==> config.mk <==
export PLATFORM = sky130hd
export DESIGN_NAME = c432_irq_sched
export DESIGN_NICKNAME = d
export VERILOG_FILES = /design/src/rtl/c432_sched_pkg.sv /design/src/rtl/c432_prio_sel.sv /design/src/rtl/c432_irq_sched.sv
export SDC_FILE = /design/constraint.sdc
export NUM_CORES = 1
export LEC_CHECK = 0
export CAP_MARGIN = 20
export CORE_ASPECT_RATIO = 0.9
export CORE_MARGIN = 2
export CORE_UTILIZATION = 60
export DETAILED_ROUTE_END_ITERATION = 10
export DONT_BUFFER_PORTS = 1
export PLACE_DENSITY = 0.79
export REMOVE_ABC_BUFFERS = 1
export SYNTH_ARGS = -nofsm -noshare
export SYNTH_HDL_FRONTEND = slang
export SYNTH_SLANG_ARGS = --single-unit
==> constraint.sdc <==
create_clock -name CK -period 2.8 [get_ports CK]
set_input_delay 0.56 -clock CK [delete_from_list [all_inputs] [get_ports CK]]
set_output_delay 0.56 -clock CK [all_outputs]
set_load 0.05 [all_outputs]
==> src/rtl/c432_sched_pkg.sv <==
// Shared definitions for the c432 interrupt scheduler.
//   NCH_DEF        : default number of channels per request bus
//   BUS_A/B/C      : encodings of the granted bus (A has the highest priority)
//   state_e        : scheduler FSM states
//   grant_t        : registered grant (bus + channel)
package c432_sched_pkg;

    localparam int NCH_DEF = 9;

    localparam logic [1:0] BUS_A = 2'd0;
    localparam logic [1:0] BUS_B = 2'd1;
    localparam logic [1:0] BUS_C = 2'd2;

    typedef enum logic [1:0] {
        IDLE  = 2'd0,
        ARB   = 2'd1,
        GRANT = 2'd2
    } state_e;

    typedef struct packed {
        logic [1:0] bus;
        logic [3:0] chan;
    } grant_t;

endpackage

==> src/rtl/c432_prio_sel.sv <==
// Combinational fixed-priority selector over three masked pending vectors.
// Bus A beats bus B beats bus C; within a bus the lowest index wins.
//   ma, mb, mc : masked pending vectors for buses A, B, C
//   found      : at least one bit is set
//   bus        : winning bus (BUS_A/BUS_B/BUS_C), BUS_A when nothing is found
//   chan       : winning channel index, 0 when nothing is found
module c432_prio_sel
    import c432_sched_pkg::*;
#(
    parameter int NCH = NCH_DEF
) (
    input  logic [NCH-1:0] ma,
    input  logic [NCH-1:0] mb,
    input  logic [NCH-1:0] mc,
    output logic           found,
    output logic [1:0]     bus,
    output logic [3:0]     chan
);

    // Scan from the lowest-priority bus and highest index upward so that
    // each later hit overwrites an earlier, lower-priority one.
    always_comb begin
        found = 1'b0;
        bus   = BUS_A;
        chan  = 4'd0;
        for (int i = NCH - 1; i >= 0; i--) begin
            if (mc[i]) begin
                found = 1'b1;
                bus   = BUS_C;
                chan  = 4'(i);
            end
        end
        for (int i = NCH - 1; i >= 0; i--) begin
            if (mb[i]) begin
                found = 1'b1;
                bus   = BUS_B;
                chan  = 4'(i);
            end
        end
        for (int i = NCH - 1; i >= 0; i--) begin
            if (ma[i]) begin
                found = 1'b1;
                bus   = BUS_A;
                chan  = 4'(i);
            end
        end
    end

endmodule

==> src/rtl/c432_irq_sched.sv <==
// Sequential interrupt scheduler around the c432 three-bus priority function.
// Requests are latched into sticky per-bus pending registers, masked by a
// per-channel enable, and granted one at a time through a valid/ack handshake.
// A grant retires on ack or after TIMEOUT cycles without ack.
//   CK, RST     : clock, synchronous active-high reset
//   req_a/b/c   : request lines per bus (A highest priority)
//   en_we       : enable-mask write strobe, en_wdata the new mask
//   irq_ack     : consumer acknowledge while irq_valid is high
//   irq_valid   : grant valid, irq_bus/irq_chan the granted source
//   timeout_err : one-cycle pulse after a grant is abandoned
//   pend_any    : some unmasked pending bit is set (combinational)
//   en_q        : current enable mask
module c432_irq_sched
    import c432_sched_pkg::*;
#(
    parameter int NCH     = NCH_DEF,
    parameter int TIMEOUT = 15
) (
    input  logic           CK,
    input  logic           RST,
    input  logic [NCH-1:0] req_a,
    input  logic [NCH-1:0] req_b,
    input  logic [NCH-1:0] req_c,
    input  logic           en_we,
    input  logic [NCH-1:0] en_wdata,
    input  logic           irq_ack,
    output logic           irq_valid,
    output logic [1:0]     irq_bus,
    output logic [3:0]     irq_chan,
    output logic           timeout_err,
    output logic           pend_any,
    output logic [NCH-1:0] en_q
);

    localparam int TW = (TIMEOUT > 1) ? $clog2(TIMEOUT) : 1;

    state_e         state;
    grant_t         gnt_q;
    logic [TW-1:0]  tcnt;

    logic [NCH-1:0] pend_a, pend_b, pend_c;
    logic [NCH-1:0] m_a, m_b, m_c;
    logic [NCH-1:0] clr_a, clr_b, clr_c;
    logic [NCH-1:0] gnt_dec;

    logic           sel_found;
    logic [1:0]     sel_bus;
    logic [3:0]     sel_chan;

    logic           expire;
    logic           retire;

    assign m_a      = pend_a & en_q;
    assign m_b      = pend_b & en_q;
    assign m_c      = pend_c & en_q;
    assign pend_any = |(m_a | m_b | m_c);

    assign irq_bus  = gnt_q.bus;
    assign irq_chan = gnt_q.chan;

    c432_prio_sel #(
        .NCH (NCH)
    ) u_sel (
        .ma    (m_a),
        .mb    (m_b),
        .mc    (m_c),
        .found (sel_found),
        .bus   (sel_bus),
        .chan  (sel_chan)
    );

    // Retire decision and one-hot clear of the granted pending bit.
    always_comb begin
        expire = 1'b0;
        if (TIMEOUT != 0) begin
            expire = (state == GRANT) && !irq_ack && (tcnt == TW'(TIMEOUT - 1));
        end
        retire  = (state == GRANT) && (irq_ack || expire);
        gnt_dec = {{(NCH - 1){1'b0}}, 1'b1} << gnt_q.chan;
        clr_a   = '0;
        clr_b   = '0;
        clr_c   = '0;
        if (retire) begin
            case (gnt_q.bus)
                BUS_A:   clr_a = gnt_dec;
                BUS_B:   clr_b = gnt_dec;
                BUS_C:   clr_c = gnt_dec;
                default: ;
            endcase
        end
    end

    always_ff @(posedge CK) begin
        if (RST) begin
            state       <= IDLE;
            pend_a      <= '0;
            pend_b      <= '0;
            pend_c      <= '0;
            en_q        <= '1;
            irq_valid   <= 1'b0;
            gnt_q       <= '0;
            timeout_err <= 1'b0;
            tcnt        <= '0;
        end else begin
            // A new request on a bit being cleared wins, so it is re-granted.
            pend_a      <= (pend_a & ~clr_a) | req_a;
            pend_b      <= (pend_b & ~clr_b) | req_b;
            pend_c      <= (pend_c & ~clr_c) | req_c;
            if (en_we) begin
                en_q <= en_wdata;
            end
            timeout_err <= 1'b0;

            case (state)
                IDLE: begin
                    if (pend_any) begin
                        state <= ARB;
                    end
                end
                ARB: begin
                    // The mask may have changed since IDLE; give up quietly.
                    if (sel_found) begin
                        gnt_q.bus  <= sel_bus;
                        gnt_q.chan <= sel_chan;
                        irq_valid  <= 1'b1;
                        tcnt       <= '0;
                        state      <= GRANT;
                    end else begin
                        state <= IDLE;
                    end
                end
                GRANT: begin
                    if (retire) begin
                        irq_valid   <= 1'b0;
                        timeout_err <= expire;
                        state       <= IDLE;
                    end else begin
                        tcnt <= tcnt + 1'b1;
                    end
                end
                default: begin
                    irq_valid <= 1'b0;
                    state     <= IDLE;
                end
            endcase
        end
    end

endmodule

; ---- Word-level counts from Yosys, hierarchy flattened
; Cells that the tools add are included.
[word_totals]
input_bits = 40
register_bits = 50
output_inout_bits = 18
[op_classes]
muxes = 97
n_reduce_logical = 14
addsub = 1
eq_ne = 9
shift = 1
bitwise = 17
[op_table]
columns = cell, count
row1 = $mux W4, 29
row2 = $mux W2, 30
row3 = $and A9 B9 Y9, 6
row4 = $mux W9, 6
row5 = $or A9 B9 Y9, 5
row6 = $mux W1, 29
row7 = $not A9 Y9, 3
row8 = $reduce_or A9 Y1, 1
row9 = $shl A1 B4 Y9 const A, 1
row10 = $ne A2 B2 Y1 const B, 4
row11 = $pmux W4 S2, 1
row12 = $pmux W2 S3, 1
row13 = $reduce_and A3 Y1, 2
row14 = $add A4 B1 Y4 const B, 1
row15 = $eq A2 B1 Y1 const B, 2
row16 = $eq A2 B2 Y1 const B, 2
row17 = $eq A4 B4 Y1 const B, 1
row18 = $logic_not A2 Y1, 2
row19 = $reduce_and A2 Y1, 2
row20 = $logic_and A1 B1 Y1, 3
row21 = $not A1 Y1, 3
row22 = $pmux W1 S3, 1
row23 = $reduce_or A3 Y1, 1
row24 = $reduce_bool A2 Y1, 1
row25 = other kinds (2), 2

; ---- Logic depth before layout (Yosys ltp)
[logic_depth]
word_depth = 30
depth_mapped = 9
ltp_nobuf = 8

; ---- Hierarchy
; Synthesis repeated with hierarchy kept, for this count alone.
[unflattened]
cells_unflattened = 327
area_unflattened_um2 = 2521.2
[by_module_without_submodules]
columns = mod, cells_per_inst, n_inst, seq_area_each_um2, area_per_inst_um2
row1 = c432_irq_sched, 264, 1, 1001.0, 2169.6
row2 = c432_prio_sel, 63, 1, 0.0, 351.6

; ---- Worst setup path after synthesis
; OpenSTA, ideal clock, no wires.
[synth_path]
path_type = reg2reg
startpoint = register en_q[1]
endpoint = register gnt_q (netlist bit irq_chan[0])
arrival_time_ns = 2.266
path_stages_with_launch = 10
setup_time_ns = 0.137
slack_ns = 0.397
cell_sequence = dfxtp_1 > buf_6 > a22o_1 > nand4bb_1 > or4_4 > buf_6 > and3_4 > buf_6 > nor2_1 > a311oi_2
[synth_between]
elab_chain_len = 22
elab_cells_between_ends = 44
classes_between = mux (40) / bitwise (3) / reduce/logical (1)
[synth_lines]
columns = element, line_no
row1 = start: declaration, c432_irq_sched.sv:32  ; output logic [NCH-1:0] en_q
row2 = start signal: assignment, c432_irq_sched.sv:110  ; en_q <= en_wdata;
row3 = $and A9 B9 Y9, c432_irq_sched.sv:55  ; assign m_c = pend_c & en_q;
row4 = $mux W1 (2 in series), c432_prio_sel.sv:27  ; if (mc[i]) begin
row5 = $mux W1 (9 in series), c432_prio_sel.sv:34  ; if (mb[i]) begin
row6 = $mux W1 (9 in series), c432_prio_sel.sv:41  ; if (ma[i]) begin
row7 = $reduce_and A2 Y1 (no source line), --
row8 = end: declaration, c432_irq_sched.sv:38  ; grant_t gnt_q;
; Parallel ways exist; a longest one is shown, timed or not.
; A chain may end at the register's enable or synchronous reset.

; ---- Worst setup path in the final report
[layout_path]
startpoint = register en_q[5]
endpoint = output port pend_any
[layout_between]
elab_chain_len = 4
elab_cells_between_ends = 6
classes_between = bitwise (5) / reduce/logical (1)
[layout_lines]
columns = element, line_no
row1 = "$and A9 B9 Y9, on equally long branches", "c432_irq_sched.sv:53, c432_irq_sched.sv:54"
row2 = $or A9 B9 Y9, c432_irq_sched.sv:56  ; assign pend_any = |(m_a | m_b | m_c);
row3 = $or A9 B9 Y9 *, c432_irq_sched.sv:56
row4 = $reduce_or A9 Y1 *, c432_irq_sched.sv:56
row5 = end: declaration, c432_irq_sched.sv:31  ; output logic pend_any,
; Mark *: on every way between the ends. The rest lies on a longest branch, timed or not.

==> run summary <==
CORE AREA -> 3810 µm²
Chip width -> 71.0 µm
R2r setup slk -> 0.51 ns
Fin nets -> 340
Simple-gate area share of the yosys netlist -> 20.3%
Vias in the first global route -> 1,969
Routed len/inst -> 16.9 µm
Cell with the most instances after synthesis -> dfxtp_1
Worst-Margin Slew -> 0.790 ns
Antenna diodes -> 0
Layout cells sized above 1 -> 8.08%
Vias post-DR -> 2,147
Hold Path Origin -> RST
Synth top area cells -> dfxtp_1 41%, a21oi_1 6.8%, o21ai_0 6.0%
Grt ovf -> 0
Multiplexer share of the synthesized area -> 0.412%
Mapped Area -> 2430 µm²
Syn_area_per_cell -> 8.23 µm²
Initial antenna violation count -> 0
Top cells by count, synth -> 50 x dfxtp_1, 33 x a21oi_1, 30 x inv_1
Slew margin rel. -> 47.3%
YS warnings -> 0
CTS tree -> built
Sequential fraction of the synthesis area -> 41.2%
Crit start category -> flop
Final-report hold violation count -> 0
Post-Synth XOR/XNOR Area -> 0.722%
Fmax -> 400 MHz
Die area -> 4570 µm²
Maximum clock insertion buffer count -> 2
Critical path capture point type -> primary output
Die height -> 64.3 µm
Clk root buf -> clkbuf_8
Final Cycle Share -> 89.3%
R2r startpoint -> en_q[5]$_SDFFE_PP1P_
Ys flop type -> dfxtp_1
Final HPWL DP -> 4.26 mm
RSZ-0062 raised after global routing -> false
Final Skew -> 0.00466 ns
Post-CTS Hold Buffers -> 0
Remaining antenna violation count -> 0
Leak pwr -> 1.07 nW
RePlAce Congestion -> 0.925
Main combinational cell family by area after synthesis -> compound AO/OA/AOI/OAI gates
CP Class -> reg -> out
Cells after Synth -> 295
Required time worst endpoint -> 2.24 ns
Synth-to-layout area growth -> 5.26%
Post-CTS sizing -> 0
Num Clock Sinks -> 50
First-pass GRT wire length -> 9.41 mm
FF-to-FF path depth -> 6
Hold Slack -> 0.322 ns
Synth top area share -> 41.2%
Worst-Skew Late Latency -> 0.30 ns
Area leader, netlist -> dfxtp_1
Initial Utilization -> 63.7%
Fin crit period -> 2.50 ns
Reg-to-Reg End -> tcnt[1]$_SDFFE_PP0P_
Clk slew on worst S/H paths -> 0.08 ns
Largest net degree at the start of global routing -> 51
Hold Path End -> pend_b[4]$_SDFF_PP0_
Post-Route WL -> 5.78 mm
Compound-Gate Fraction of Synth Area -> 28.4%
Post-synth cell types -> 49
Ports -> 58
Max cap viols -> 0
EDFF count, synth -> 0
Pwr dens -> 578 nW/µm²
Post-CTS Setup Bufs -> 0
Register bit total from synthesis -> 50
Arr. time, crit path -> 1.94 ns
1st-iter DRT viols -> 261
Row cnt -> 21
CP max FO -> 7
DRC viols -> 0
Maximum vdd drop -> 0.323 mV
Drt pass-1 iters -> 8
CTS HTree Levels -> 2
Gr usage total -> 26.2%
Setup TNS -> 0 ns
Hold depth -> 1
Worst hold path class -> in -> reg
Port bufs -> 0
Status -> finished clean
Setup Viol. Count Final -> 0
Post-synth ARST share -> 0%
Via-to-Cell Ratio -> 6.26
Cts bufs inserted -> 5
Max Slew Vio Count -> 0
Synth Area in Adders -> 1.03%
[critical path, stage by stage (launching register included)]
cell and delay, ns:
dfxtp_1 0.36, a22oi_1 0.33, nand4_1 0.23, or4_4 0.72
[how the worst max path moves through the flow]
stage                                     from  slack [ns]                    to
after floorplan           en_q[0]$_SDFFE_PP1P_        0.47  tcnt[1]$_SDFFE_PP0P_
after global placement    en_q[5]$_SDFFE_PP1P_        0.58  tcnt[1]$_SDFFE_PP0P_
after detailed placement  en_q[5]$_SDFFE_PP1P_        0.53  tcnt[1]$_SDFFE_PP0P_
after CTS                 en_q[5]$_SDFFE_PP1P_        0.32              pend_any
after global routing      en_q[5]$_SDFFE_PP1P_        0.21              pend_any
final                     en_q[5]$_SDFFE_PP1P_        0.30              pend_any
[cell usage in the layout, fill, tap and decap left out, drive strengths merged, types with 2 or more instances in the layout]
cell,count
xor2,2
nand4,4
inv,30
nor3,5
a22o,3
ha,2
clkbuf,6
nand3b,5
a31oi,4
a22oi,12
a211o,9
o21ai,29
a222oi,2
nand2,25
buf,9
nor2b,11
nand2b,3
a32o,2
and3,3
nand3,14
nor2,14
a311oi,2
a21oi,33
dfxtp,50
[area by class of cell]
| cell class | count | area (µm²) |
|---|---|---|
| Clock buffer | 6 | 82.6 |
| Fill cell | 343 | 1250 |
| Multi-Input combinational cell | 202 | 1230 |
| Timing Repair Buffer | 9 | 67.6 |
| Sequential cell | 50 | 1000 |
| Inverter | 30 | 113 |
| Tap cell | 46 | 57.6 |
[state kept, by name, indices dropped and copies added (netlist names)]
register     cells
irq_chan         4
timeout_err      1
pend_b           9
irq_valid        1
en_q             9
pend_a           9
pend_c           9
state            2
irq_bus          2
tcnt             4
[logic make-up after synthesis]
family	Yosys count
compound gates	106
flops	50
fa+ha+maj	2
simple gates	91
buf+inv	43
mux	1
xor+xnor	2
[report_power, final]
part / total, mW / internal [mW] / leakage (nW) / switching, mW
logic: 0.237 / 0.0983 / 0.607 / 0.139
registers: 0.834 / 0.757 / 0.416 / 0.0763
clock network: 0.406 / 0.191 / 0.0431 / 0.216
[per-layer routing]
metal / vias to the layer above / track usage [%] / part of all wire [%]
met5: - / 0 / 0
met4: 0 / 7.55 / 0.78
met3: 5 / 5.52 / 6.1
met2: 87 / 39.1 / 46
met1: 990 / 37.8 / 48
li1: 1065 / - / -
[stage by stage]
step / util, % / power (mW) / instance area (µm²) / setup slack, ns / std cells
after floorplan: - / 1.02 / 2350 / 0.468 / 282
after global placement: 64.9 / 1.08 / 2470 / 0.584 / 337
after CTS: 67.1 / 1.48 / 2550 / 0.318 / 343
final: 67.1 / 1.48 / 2550 / 0.299 / 343
after global routing: 67.1 / 1.55 / 2550 / 0.212 / 343
after detailed placement: 64.9 / 1.08 / 2470 / 0.532 / 337
No activity file was read; power rests on OpenSTA's default activity.
==> RTL edit 1 (same settings) <==
Put a register stage on the outputs `irq_bus` and `irq_chan`, cleared by the reset. The values now appear one clock later. The other outputs are not delayed to match.
--- a/src/rtl/c432_irq_sched.sv
+++ b/src/rtl/c432_irq_sched.sv
@@ -55,8 +55,15 @@
     assign m_c      = pend_c & en_q;
     assign pend_any = |(m_a | m_b | m_c);
 
-    assign irq_bus  = gnt_q.bus;
-    assign irq_chan = gnt_q.chan;
+    always_ff @(posedge CK) begin
+        if (RST) begin
+            irq_bus  <= '0;
+            irq_chan <= '0;
+        end else begin
+            irq_bus  <= gnt_q.bus;
+            irq_chan <= gnt_q.chan;
+        end
+    end
 
     c432_prio_sel #(
         .NCH (NCH)
Formal check against the unedited RTL: not equivalent (a bounded check fails within 4 cycles, from zero or initial values and one cycle with RST high).
==> RTL edit 1 against the unedited design <==
- clock power up 12%
- wire length up 6.3%
- clock skew about the same
- total power up 9.3%
- die area up 8.3%
- synthesized area up 8.8%
- worst setup slack worse by 63 ps
- final area up 9.6%
- via count up 6.5%
- count of clock-buffer cells in the layout up 1
- sequential cell count up 6
- synthesized cell count up 6.8%
- largest power group unchanged
- highest routed layer unchanged
==> RTL edit 1: results (changes against the unedited design) <==
| Metric | Value |
|---|---|
| Status | finished, final reports clean |
| Worst hold-check path type | in -> reg |
| Area contributors post-synth | dfxtp_1 (42%), a21oi_1 (6.6%), o21ai_0 (5.5%), inv_1 (4.1%), nand2_1 (4.1%) |
| Placed insts | 368 (+9.2%) |
| Worst skew pair latency | 310 ps |
| Depth of the most critical reg-to-reg path | 5 (-1) |
| WL/cell | 16.35 um (-3.0%) |
| Total track usage | 26.55% (+0.40 points) |
| Hold Path Stages | 1 (unchanged) |
| Placed inst area | 2706 um2 (+9.5%) |
| Share of layout cells above drive strength 1 | 9.494% (+1.4 points) |
| Number of global-route vias before repair | 2,045 (+3.9%) |
| Leakage | 1.111 nW (+4.2%) |
| Postcts setup bufs | 0 (unchanged) |
| Met1 wire length | 2.893 mm (+5.3%) |
| FF-to-FF End | gnt_q[3]$_SDFFE_PP0P_ |
| Top cells by count, synth | dfxtp_1 (56), a21oi_1 (35), inv_1 (29), nand2_1 (29), o21ai_0 (29) |
| Hold Path Sink | irq_bus[1]$_SDFF_PP0_ |
| Filler cell count | 381 (+11%) |
| R2R Path Start | en_q[0]$_SDFFE_PP1P_ |
| Mean Syn Cell Area | 8.385 um2 (+1.9%) |
| R2R Setup Slk | 570 ps (+60 ps) |
| Port Buffers | 0 (unchanged) |
| Setup slack at placement | 593.4 ps (+60.95 ps) |
| Dpl hpwl | 4.633 mm (+8.6%) |
| Seq/Total Area, Yosys | 42.44% (+1.2 points) |
| Peak supply drop | 423.6 uV (+31%) |
| First-pass GRT wire length | 9.908 mm (+5.3%) |
| Slew @ Worst Pin | 781.7 ps (-8.300 ps) |
| Initial drt markers | 189 (-28%) |
| Worst Path Arrival | 2000 ps (+60 ps) |
| 1st-pass router iterations | 4 (-4) |
| WL met3 | 577 um (+64%) |
| Worst-path fanout max | 8 (+1) |
| Clock Skews | 5.125 ps (+0.4702 ps) |
| Vias | 2,287 (+6.5%) |
| Met2 wire len | 2.618 mm (-0.65%) |
| Largest net degree at the start of global routing | 56 (+9.8%) |
| Clk pin slew, worst setup/hold paths | 100 ps (+20 ps) |
| Yosys warns | 0 (unchanged) |
| Final nets | 357 (+5.0%) |
| Vias/cell | 6.082 (-2.8%) |
| Cell variety after synth | 48 (-2.0%) |
| Hold Crit Start | RST |
RTL edit 1: metrics by stage:
step	utilization [%]	total power, mW	hold slack, ps
floorplan	-	1.108	412.4
global placement	65.11	1.169	428.4
detailed placement	65.11	1.173	432.3
CTS	67.37	1.617	303.2
global route	67.37	1.695	295.2
finish	67.37	1.614	306.4
RTL edit 1: report_power, final:
| part | internal (mW) | total [mW] | switching, mW |
|---|---|---|---|
| Combinational | 0.103 | 0.236 | 0.133 |
| Sequential | 0.844 | 0.926 | 0.0816 |
| Clock | 0.201 | 0.453 | 0.252 |
RTL edit 1: worst max path at each step:
stage          slack (ps)  cells past startpoint  endpoint
2_1_floorplan         500                      3  pend_any
3_3_place_gp          620                      4  pend_any
3_5_place_dp          590                      4  pend_any
4_1_cts               260                      4  pend_any
5_1_grt               100                      4  pend_any
6_report              240                      4  pend_any
RTL edit 1: layout make-up:
type	instances	share of cell area, %
Multi-Input combinational cell	215	47.90
Inverter	29	3.887
Clock inverter	1	0.2681
Sequential cell	56	40.04
Timing Repair Buffer	8	2.145
Tap cell	60	2.681
Clock buffer	7	3.083
RTL edit 1: layer usage:
layer  vias to the layer above  global-route usage [%]
met5                         -                       0
met2                        95                   38.39
met4                         0                   7.500
met3                         6                   8.623
li1                       1130                       -
met1                      1056                   37.48
RTL edit 1: kinds of logic after synthesis:
kind of cell,Yosys count,share of synthesized area (%)
AOI/OAI and AO/OA,114,28.33
xor gates and xnor gates,2,0.6633
adders and majority gates,2,0.9473
buffers and inverters,44,6.774
DFF,56,42.44
and+or+nand+nor,97,20.84
RTL edit 1: critical path: stages, from the launching register on:
cell	delay, ps
dfxtp_1	790
a22oi_1	320
and3_1	290
nand4_1	80
buf_4	210
==> RTL edit 2 (same settings) <==
Without the edit above. The package constant `NCH_DEF` goes from 9 to 18.
--- a/src/rtl/c432_sched_pkg.sv
+++ b/src/rtl/c432_sched_pkg.sv
@@ -5,7 +5,7 @@
 //   grant_t        : registered grant (bus + channel)
 package c432_sched_pkg;
 
-    localparam int NCH_DEF = 9;
+    localparam int NCH_DEF = 18;
 
     localparam logic [1:0] BUS_A = 2'd0;
     localparam logic [1:0] BUS_B = 2'd1;
Ports: changed (5 resized); port bits go from 58 to 103. The function was not compared with the original's and may differ.
==> RTL edit 2 against the unedited design <==
- wire length is 110% higher
- synthesized area is 73% higher
- sequential cell count up 36
- combinational power increased by 93%
- largest power group unchanged
- final area rose by 77%
- register-to-register slack improved by 80 ps
- critical endpoint unchanged
- total power up 84%
- worst setup slack got worse by 44 ps
==> RTL edit 2: results (changes against the unedited design) <==
| Metric | Value |
|---|---|
| Clock buffer count from CTS | 9 (+4) |
| Met1 wire length | 5.179 mm (+88%) |
| Slew margin rel. | 38.82% (-8.4 points) |
| Share of layout cells above drive strength 1 | 10.34% (+2.3 points) |
| Mean Syn Cell Area | 8.053 um2 (-2.1%) |
| Filler cell count | 580 (+69%) |
| Final nets | 605 (+78%) |
| Initial drt markers | 382 (+46%) |
| Setup slack at placement | 596.4 ps (+63.93 ps) |
| Final Non-Filler Cells | 622 (+81%) |
| WL met3 | 1.228 mm (+250%) |
| Routing usage on met1 | 44.09% (+6.3 points) |
| Met2 Use GR | 49.80% (+11 points) |
| Status | finished, final reports clean |
| Seq/Total Area, Yosys | 41.11% (-0.13 points) |
| Total track usage | 32.26% (+6.1 points) |
| Leakage | 1.796 nW (+68%) |
| Largest net degree at the start of global routing | 89 (+75%) |
| GR Layer Usage met3 | 9.165% (+3.6 points) |
| GP Congestion | 0.9164 (-0.90%) |
| Worst skew pair latency | 370 ps (+70 ps) |
| R2R Setup Slk | 590 ps (+80 ps) |
| First-pass GRT wire length | 19.40 mm (+110%) |
| Dpl hpwl | 9.157 mm (+110%) |
| Vias | 4,045 (+88%) |
| H-Tree Depth | 3 (+1) |
RTL edit 2: cell types whose count changed after synthesis, moves of 9 or more:
cell     change
dfxtp_1     +36
nor2_1      +31
nor2b_1     +12
a211o_1      +9
nand2_1     +47
a21oi_1     +24
a22oi_1      +9
RTL edit 2: final cells by class:
cell class	instances	area (um2)	share of cell area, %
Multi-Input combinational cell	377	2216	49.07
Clock inverter	6	50.05	1.108
Inverter	32	120.1	2.660
Timing Repair Buffer	21	157.7	3.491
Clock buffer	10	137.6	3.048
Sequential cell	86	1722	38.13
Tap cell	90	112.6	2.494
RTL edit 2: worst max-delay path, cell delays in order, from the launching register on:
cell	delay, ps
dfxtp_1	380
a22oi_1	410
nand4_1	240
nor2_1	240
nand4_2	130
buf_4	220
RTL edit 2: power by group:
group,switching [mW],internal (mW),total (mW)
clock network,0.475,0.359,0.834
registers,0.128,1.31,1.43
logic,0.280,0.177,0.457
RTL edit 2: path summary, 6_finish.rpt:
kind / endpoint / cells past startpoint / start
worst max-delay path: pend_any / 5 / en_q[6]$_SDFFE_PP1P_
worst min-delay path: irq_chan[3]$_SDFFE_PP0P_ / 1 / RST
worst max register to register: irq_bus[0]$_SDFFE_PP0P_ / 8 / en_q[6]$_SDFFE_PP1P_
worst min register to register: pend_b[14]$_SDFF_PP0_ / 2 / pend_b[14]$_SDFF_PP0_
RTL edit 2: cells by family after synthesis:
logic type / after synthesis / synth area share (%)
buffers and inverters: 57 / 5.976
adders and majority gates: 2 / 0.5975
xor gates and xnor gates: 2 / 0.4184
DFF: 86 / 41.11
and+or+nand+nor: 200 / 23.84
AOI/OAI and AO/OA: 173 / 28.06
